File: src/rtl/hit_sel_responder.sv
// Hit responder: an accepted hit rise waits cfg_lat+1 cycles, then pulses pending, then sel5.
// Optional macro SEL_OVERLAP_EN: sel5 is also asserted during the pending cycle.
module hit_sel_responder #(
  parameter int LAT_W = 4,
  parameter int CNT_W = 8
) (
  input  logic             clk,
  input  logic             rst,
  input  logic             hit,
  input  logic [LAT_W-1:0] cfg_lat,
  output logic             pending,
  output logic             sel5,
  output logic             busy,
  output logic             drop,
  output logic [CNT_W-1:0] hit_cnt
);

  typedef enum logic [1:0] {S_IDLE, S_WAIT, S_PEND, S_SEL} state_t;

  localparam logic [CNT_W-1:0] CNT_MAX = '1;

  state_t           state;
  logic             hit_q;
  logic             armed;
  logic [LAT_W-1:0] lat_cnt;
  logic             rise;

  // armed stays low for the first edge after reset, so a hit that is already
  // high when reset releases is never taken as a rise.
  assign rise = hit & ~hit_q & ~pending & armed;

  always_ff @(posedge clk) begin
    if (rst) begin
      state   <= S_IDLE;
      hit_q   <= 1'b0;
      armed   <= 1'b0;
      lat_cnt <= '0;
      hit_cnt <= '0;
      pending <= 1'b0;
      sel5    <= 1'b0;
      busy    <= 1'b0;
      drop    <= 1'b0;
    end else begin
      hit_q   <= hit;
      armed   <= 1'b1;
      drop    <= rise && (state != S_IDLE);
      pending <= 1'b0;
      sel5    <= 1'b0;
      case (state)
        S_IDLE: begin
          if (rise) begin
            lat_cnt <= cfg_lat;
            if (hit_cnt != CNT_MAX) hit_cnt <= hit_cnt + 1'b1;
            state   <= S_WAIT;
            busy    <= 1'b1;
          end
        end
        S_WAIT: begin
          if (lat_cnt == '0) begin
            state   <= S_PEND;
            pending <= 1'b1;
`ifdef SEL_OVERLAP_EN
            sel5    <= 1'b1;
`else
            sel5    <= 1'b0;
`endif
          end else begin
            lat_cnt <= lat_cnt - 1'b1;
          end
        end
        S_PEND: begin
          state <= S_SEL;
          sel5  <= 1'b1;
        end
        S_SEL: begin
          state <= S_IDLE;
          busy  <= 1'b0;
        end
        default: begin
          state <= S_IDLE;
          busy  <= 1'b0;
        end
      endcase
    end
  end

endmodule

File: config.mk
export PLATFORM = sky130hd
export DESIGN_NAME = hit_sel_responder
export DESIGN_NICKNAME = d
export VERILOG_FILES = /design/src/rtl/hit_sel_responder.sv
export SDC_FILE = /design/constraint.sdc
export NUM_CORES = 1
export LEC_CHECK = 0
export ABC_CLOCK_PERIOD_IN_PS = 1730
export CAP_MARGIN = 10
export CELL_PAD_IN_SITES_DETAIL_PLACEMENT = 0
export CELL_PAD_IN_SITES_GLOBAL_PLACEMENT = 1
export CORE_MARGIN = 2
export CORE_UTILIZATION = 39
export CTS_CLUSTER_SIZE = 14
export DETAILED_ROUTE_END_ITERATION = 7
export GPL_TIMING_DRIVEN = 0
export MAX_ROUTING_LAYER = met4
export PLACE_DENSITY_LB_ADDON = 0.05
export SYNTH_ARGS = -nofsm -noshare
export SYNTH_HDL_FRONTEND = slang
export SYNTH_SLANG_ARGS = --single-unit
File: constraint.sdc
create_clock -name clk -period 1.73 [get_ports clk]
set_input_delay 0.346 -clock clk [delete_from_list [all_inputs] [get_ports clk]]
set_output_delay 0.346 -clock clk [all_outputs]
set_load 0.02 [all_outputs]
==> run metrics, run 1 <==
status completed; crit share post-route 95.2%; row count 19; count leader, synth dfxtp_1; crit path DAT 1.30 ns; critical path class flop to output port; cells after synthesis 121; Nets 157; Yosys cell types 42; htree depth 1; commonest cells in the netlist 20 x dfxtp_1, 13 x nor2_1, 7 x a21oi_1, 7 x ha_1, 6 x inv_1; Worst slew margin 68.9%; slowest cell delay on critical path 0.62 ns; Final Setup Violations 0; Min-Delay Path Class input pin to flop; RSZ-0062 raised after global routing false; NetSw 0.000752 W; Logic pwr share 51.4%; vias in the first global route 895; reg2reg path depth 7; end-of-flow core utilization 50.1%; CTS tree yes; Seq pwr share 34.5%; largest net degree at the start of global routing 12; worst skew pair latency 0.29 ns; Clock power frac 14.1%; Total GRT Usage 16.2%; share of cells above drive strength 1 14.8%; Reg clk slew, reported paths 0.11 ns; fin crit period 1.65 ns; Worst Skew 0.00358 ns; clk buf depth 2; root buf cell clkbuf_4; grt total ovfl 0; Main synth FF type dfxtp_1; Avg Cell Area, Syn 9.07 um^2; DRT iter0 DRCs 13; post-synth top area cell dfxtp_1; LEAKAGE 0.579 nW; crit path max fanout 4; Pins Over Slew Limit 0; crit-path leading delay family buffers and inverters; async set-reset flop share out of synthesis 0%; Worst path slowest cell clkdlybuf4s50_1; io pins 19; Yosys Warn Count 0; Max-cap violations 0; ANT cells 0; worst path bufs/invs 1; Peak Freq 607 MHz; hpwl dp 1740 um; Antenna Nets Post-Route 0; Power per Cell Area 1390 nW/um^2; Die Wd 57.0 um; Setup Fix Bufs, Post-CTS 0; final WL 2320 um; EDFF count, synth 0; post-synthesis register bit count 20; Placeable Area 2710 um^2; final hold violation count 0; initial antenna violation count 0; Clock Sinks 20; Placement Setup Slack -0.170 ns; Seq/Total Area, Yosys 36.5%; worst slew pin tran 0.467 ns; worst-path cell chain clkdlybuf4s50_1; global placer's final weighted congestion 0.796; vias after detailed routing 948; Detailed Routing Iterations Pass 1 4; DRC viols 0; total power 0.00189 W; VDD IR-drop max 0.000835 V; largest cells by area after synthesis dfxtp_1 36%, ha_1 8.0%, mux2i_1 4.6%, nor2_1 4.4%, buf_6 4.1%; global-route wire length before repair 4040 um; Int Power 0.00113 W; Die Area 3250 um^2; Worst setup EP type output port; Num CTS Buffers 3; fillers 276; synthesized net count 135; Stages on worst setup path 1; WP data required 1.38 ns; Via density 5.48; critical path startpoint category flop; count of input and output buffers 17; synthesized cell area 1100 um^2; Layout area overhead 23.8%; Initial Util 40.5%; Final Worst Setup Slack 0.0839 ns; die height 57.0 um; hold depth 2; WL per Instance 13.4 um; Sw Ratio 39.9%; area share of the largest cell type after synthesis 36.5%
## metal layers
metal,global-route usage (%),share of wire [%],vias to the layer above
met1,22.0,49,449
met4,4.98,1.3,0
met3,3.85,4.1,4
li1,-,-,482
met2,23.8,46,13
met5,-,0,-
## flip-flops by register name, indices dropped and copies added (netlist names)
register and flops:
hit_cnt 8, lat_cnt 4, state 2, armed 1, busy 1, drop 1
hit_q 1, pending 1, sel5 1
## logic make-up after synthesis
family          after synthesis  synth area share (%)
flops                        20                  36.5
mux                           5                  4.56
compound gates               26                  16.5
buf+inv                      14                  7.64
simple gates                 48                  26.0
fa+ha+maj                     7                  7.98
xor+xnor                      1                 0.798
## stage by stage
step | area (um^2) | hold WS, ns | setup TNS, ns | std cells
2_1_floorplan | 1100 | 0.474 | 0 | 121
3_3_place_gp | 1310 | 0.470 | -0.539 | 169
3_5_place_dp | 1310 | 0.481 | -0.725 | 169
4_1_cts | 1340 | 0.245 | 0 | 173
5_1_grt | 1360 | 0.245 | 0 | 173
6_report | 1360 | 0.260 | 0 | 173
## power groups by stage
stage               registers (W)  logic (W)  clock network [W]
floorplan                0.000661   0.000704                  0
global placement         0.000648   0.000921                  0
detailed placement       0.000654   0.000938                  0
CTS                      0.000642   0.000958           0.000281
global route             0.000666    0.00108           0.000305
finish                   0.000650   0.000969           0.000266
## area by class of cell
type	instances	area, um^2	area share (%)
flip-flops and latches	20	403	29.7
multi-input cells	87	624	45.9
repair buffers	17	170	12.5
well taps	31	38.8	2.85
clock buffers	4	36.3	2.67
inverters	7	26.3	1.93
plain buffers	7	60.1	4.42
## timing repair
item                                    in CTS  in global routing
hold buffers                                 0                  0
endpoints found under the hold margin        0                  0
endpoints found under the setup margin       5                  7
gates resized for setup                      5                  7
## cells in the final DEF, fill, tap and decap left out, drive strengths merged, types with 2 or more instances in the layout
| cell | n |
|---|---|
| dfxtp | 20 |
| nor2 | 13 |
| clkdlybuf4s50 | 11 |
| a21oi | 7 |
| ha | 7 |
| inv | 7 |
| clkbuf | 7 |
| mux2i | 5 |
| nor3 | 5 |
| buf | 4 |
| nand2 | 4 |
| dlygate4sd2 | 4 |
| and3 | 4 |
| nand4 | 3 |
| a31oi | 3 |
| nand3 | 3 |
| o21ai | 3 |
| nand2b | 3 |
| a311oi | 2 |
| and2 | 2 |
| o211ai | 2 |
| nor2b | 2 |
| dlymetal6s2s | 2 |
| and4bb | 2 |
| a22oi | 2 |
| a211oi | 2 |
## worst paths after layout
check / start / endpoint / slack [ns]
worst max register to register: state[1] / lat_cnt[1] / 0.13
worst max-delay path: hit_cnt[0] / hit_cnt[0] / 0.08
worst min register to register: busy / busy / 0.51
worst min-delay path: rst / hit_q / 0.26
No activity file was read; power rests on OpenSTA's default activity.
==> run 2: changes to the inputs <==
CORE_UTILIZATION = 40   (was 39)
CTS_BUF_LIST = sky130_fd_sc_hd__clkbuf_2 sky130_fd_sc_hd__clkbuf_4 sky130_fd_sc_hd__clkbuf_8   (was default)
==> run 2 against run 1 <==
  * Non-clock buffer count unchanged
  * Utilization increased by 3.1 points
  * Power increased by 0.21%
  * Sequential power about the same
  * Largest power group unchanged
  * Sequential cell count unchanged
==> run metrics, run 2 (synthesized netlist as in run 1, its figures left out) <==
R2R Setup Slk 0.14 ns (about the same); commonest cells after routing, fill and taps aside 18 x dfxtp_1, 13 x nor2_1, 10 x clkdlybuf4s50_1; die height 56.4 um (-1.2%); LEAKAGE 0.597 nW (+3.1%); Min-Delay Path Class input pin to flop; Setup crit end hit_cnt[0]; final WL 2370 um (+2.1%); critical path startpoint category flop; reg2reg start state[1]; Max-cap violations 0 (unchanged); CTS tree yes; Worst path slowest cell clkdlybuf4s50_1; global placer's final weighted congestion 0.833 (+4.7%); critical path class flop to output port; Setup Fix Bufs, Post-CTS 0 (unchanged); total power 0.00189 W (+0.21%); r2r endpoint lat_cnt[3]; Reg clk slew, reported paths 0.12 ns (about the same); Final Worst Setup Slack 0.0467 ns (-0.0371 ns); crit share post-route 97.3% (+2.1 points); Int Power 0.00113 W (about the same); DRT iter0 DRCs 23 (+10); root buf cell clkbuf_4; Largest Register hit_cnt; count of input and output buffers 17 (unchanged); VDD IR-drop max 0.000815 V (-2.3%); grt total ovfl 0 (unchanged); worst path bufs/invs 1 (unchanged); Largest regs hit_cnt: 8 flops, lat_cnt: 4 flops, state: 2 flops; Logic pwr share 51.2% (-0.2 points); Final Setup Violations 0 (unchanged); vias after detailed routing 972 (+2.5%); Nets 157 (unchanged); clk buf depth 2 (unchanged); commonest non-fill, non-tap cell in the layout dfxtp_1; Layout area overhead 23.4%; vias in the first global route 960 (+7.3%); worst-path cell chain clkdlybuf4s50_1; Detailed Routing Iterations Pass 1 4 (unchanged); fin crit period 1.68 ns (+0.0371 ns); largest net degree at the start of global routing 12 (unchanged); htree depth 1 (unchanged); slowest cell delay on critical path 0.63 ns (about the same); WP data required 1.38 ns (about the same); Worst setup EP type output port; ANT cells 0 (unchanged); reg2reg path depth 7 (unchanged); global-route wire length before repair 4220 um (+4.4%); CTS Hold Buffers Added 0 (unchanged); status completed; worst slew pin tran 0.505 ns (+0.0376 ns); Via density 5.65 (+3.1%); crit-path leading delay family buffers and inverters; Peak Freq 594 MHz (-2.2%); row count 18 (-1); Initial Util 43.1% (+2.6 points); Clock power frac 14.6% (+0.5 points); io pins 19 (unchanged); DRC viols 0 (unchanged); final hold violation count 0 (unchanged); Die Area 3180 um^2 (-2.3%); crit path DAT 1.34 ns (+0.04 ns); fillers 247 (-11%); Num CTS Buffers 3 (unchanged); Placeable Area 2540 um^2 (-6.1%); max reg flops 8 (unchanged); Placement Setup Slack -0.158 ns (+0.0115 ns); Antenna Nets Post-Route 0 (unchanged); Clock Sinks 20 (unchanged); Power per Cell Area 1400 nW/um^2 (+0.58%); crit path max fanout 4 (unchanged); Die Wd 56.4 um (-1.2%); initial antenna violation count 0 (unchanged); hpwl dp 1680 um (-3.3%); NetSw 0.000756 W (+0.58%); Fin Hold WS 0.254 ns (-0.00573 ns); Worst Skew 0.00686 ns (+0.00328 ns); Seq pwr share 34.2% (-0.3 points); share of cells above drive strength 1 13.4% (-1.4 points); end-of-flow core utilization 53.2% (+3.1 points); Stages on worst setup path 1 (unchanged); Sw Ratio 40.0% (+0.15 points); Worst slew margin 66.4% (-2.5 points); WL per Instance 13.8 um (+2.7%); Setup crit start hit_cnt[0]; worst skew pair latency 0.30 ns (about the same); Pins Over Slew Limit 0 (unchanged); Total GRT Usage 17.1% (+0.87 points)
## run 2: what timing repair did
| item | 4_1_cts | 5_1_grt |
|---|---|---|
| setup endpoints to repair | 4 | 7 |
| endpoints found under the hold margin | 0 | 0 |
| gates resized for setup | 4 | 8 |
## run 2: final cells by class
| cell class | instances | area (um^2) | share of cell area (%) |
|---|---|---|---|
| clock buffers | 4 | 36.3 | 2.68 |
| plain buffers | 7 | 60.1 | 4.44 |
| well taps | 30 | 37.5 | 2.77 |
| multi-input cells | 87 | 618 | 45.7 |
| repair buffers | 17 | 173 | 12.8 |
| inverters | 7 | 26.3 | 1.94 |
| flip-flops and latches | 20 | 403 | 29.8 |
## run 2: worst min path at each step
stage | endpoint | startpoint | cells after the start | slack (ns)
2_1_floorplan | hit_q | hit | 1 | 0.47
3_3_place_gp | busy | busy | 1 | 0.47
3_5_place_dp | busy | busy | 1 | 0.49
4_1_cts | lat_cnt[0] | rst | 2 | 0.24
5_1_grt | hit_q | rst | 2 | 0.24
6_report | hit_cnt[2] | rst | 2 | 0.25
## run 2: worst reg2reg max path, delay by kind of cell, from the launching register on
kind | cells | cell delay [ns]
flops | 1 | 0.36
fa+ha+maj | 1 | 0.16
simple gates | 2 | 0.61
buf+inv | 3 | 0.30
compound gates | 1 | 0.12
## run 2: per-layer routing
layer | wire length [um] | vias to the layer above | global-route usage [%] | share of wire (%)
met5 | 0 | - | - | 0
met4 | 30 | 0 | 5.44 | 1.3
met3 | 120 | 4 | 5.30 | 5.1
met2 | 1080 | 25 | 26.2 | 45
met1 | 1140 | 459 | 21.4 | 48
li1 | - | 484 | - | -
## run 2: power by group through the flow
stage / Combinational [W] / Sequential [W] / Clock [W]
finish: 0.000967 / 0.000647 / 0.000276
global placement: 0.000924 / 0.000649 / 0
global route: 0.00110 / 0.000664 / 0.000305
detailed placement: 0.000936 / 0.000653 / 0
CTS: 0.000941 / 0.000642 / 0.000291
floorplan: 0.000704 / 0.000661 / 0
## run 2: metrics by stage
step	cell area (um^2)	setup TNS [ns]	instances
2_1_floorplan	1100	0	121
3_3_place_gp	1310	-0.674	168
3_5_place_dp	1310	-0.742	168
4_1_cts	1340	0	172
5_1_grt	1350	-0.00176	172
6_report	1350	0	172
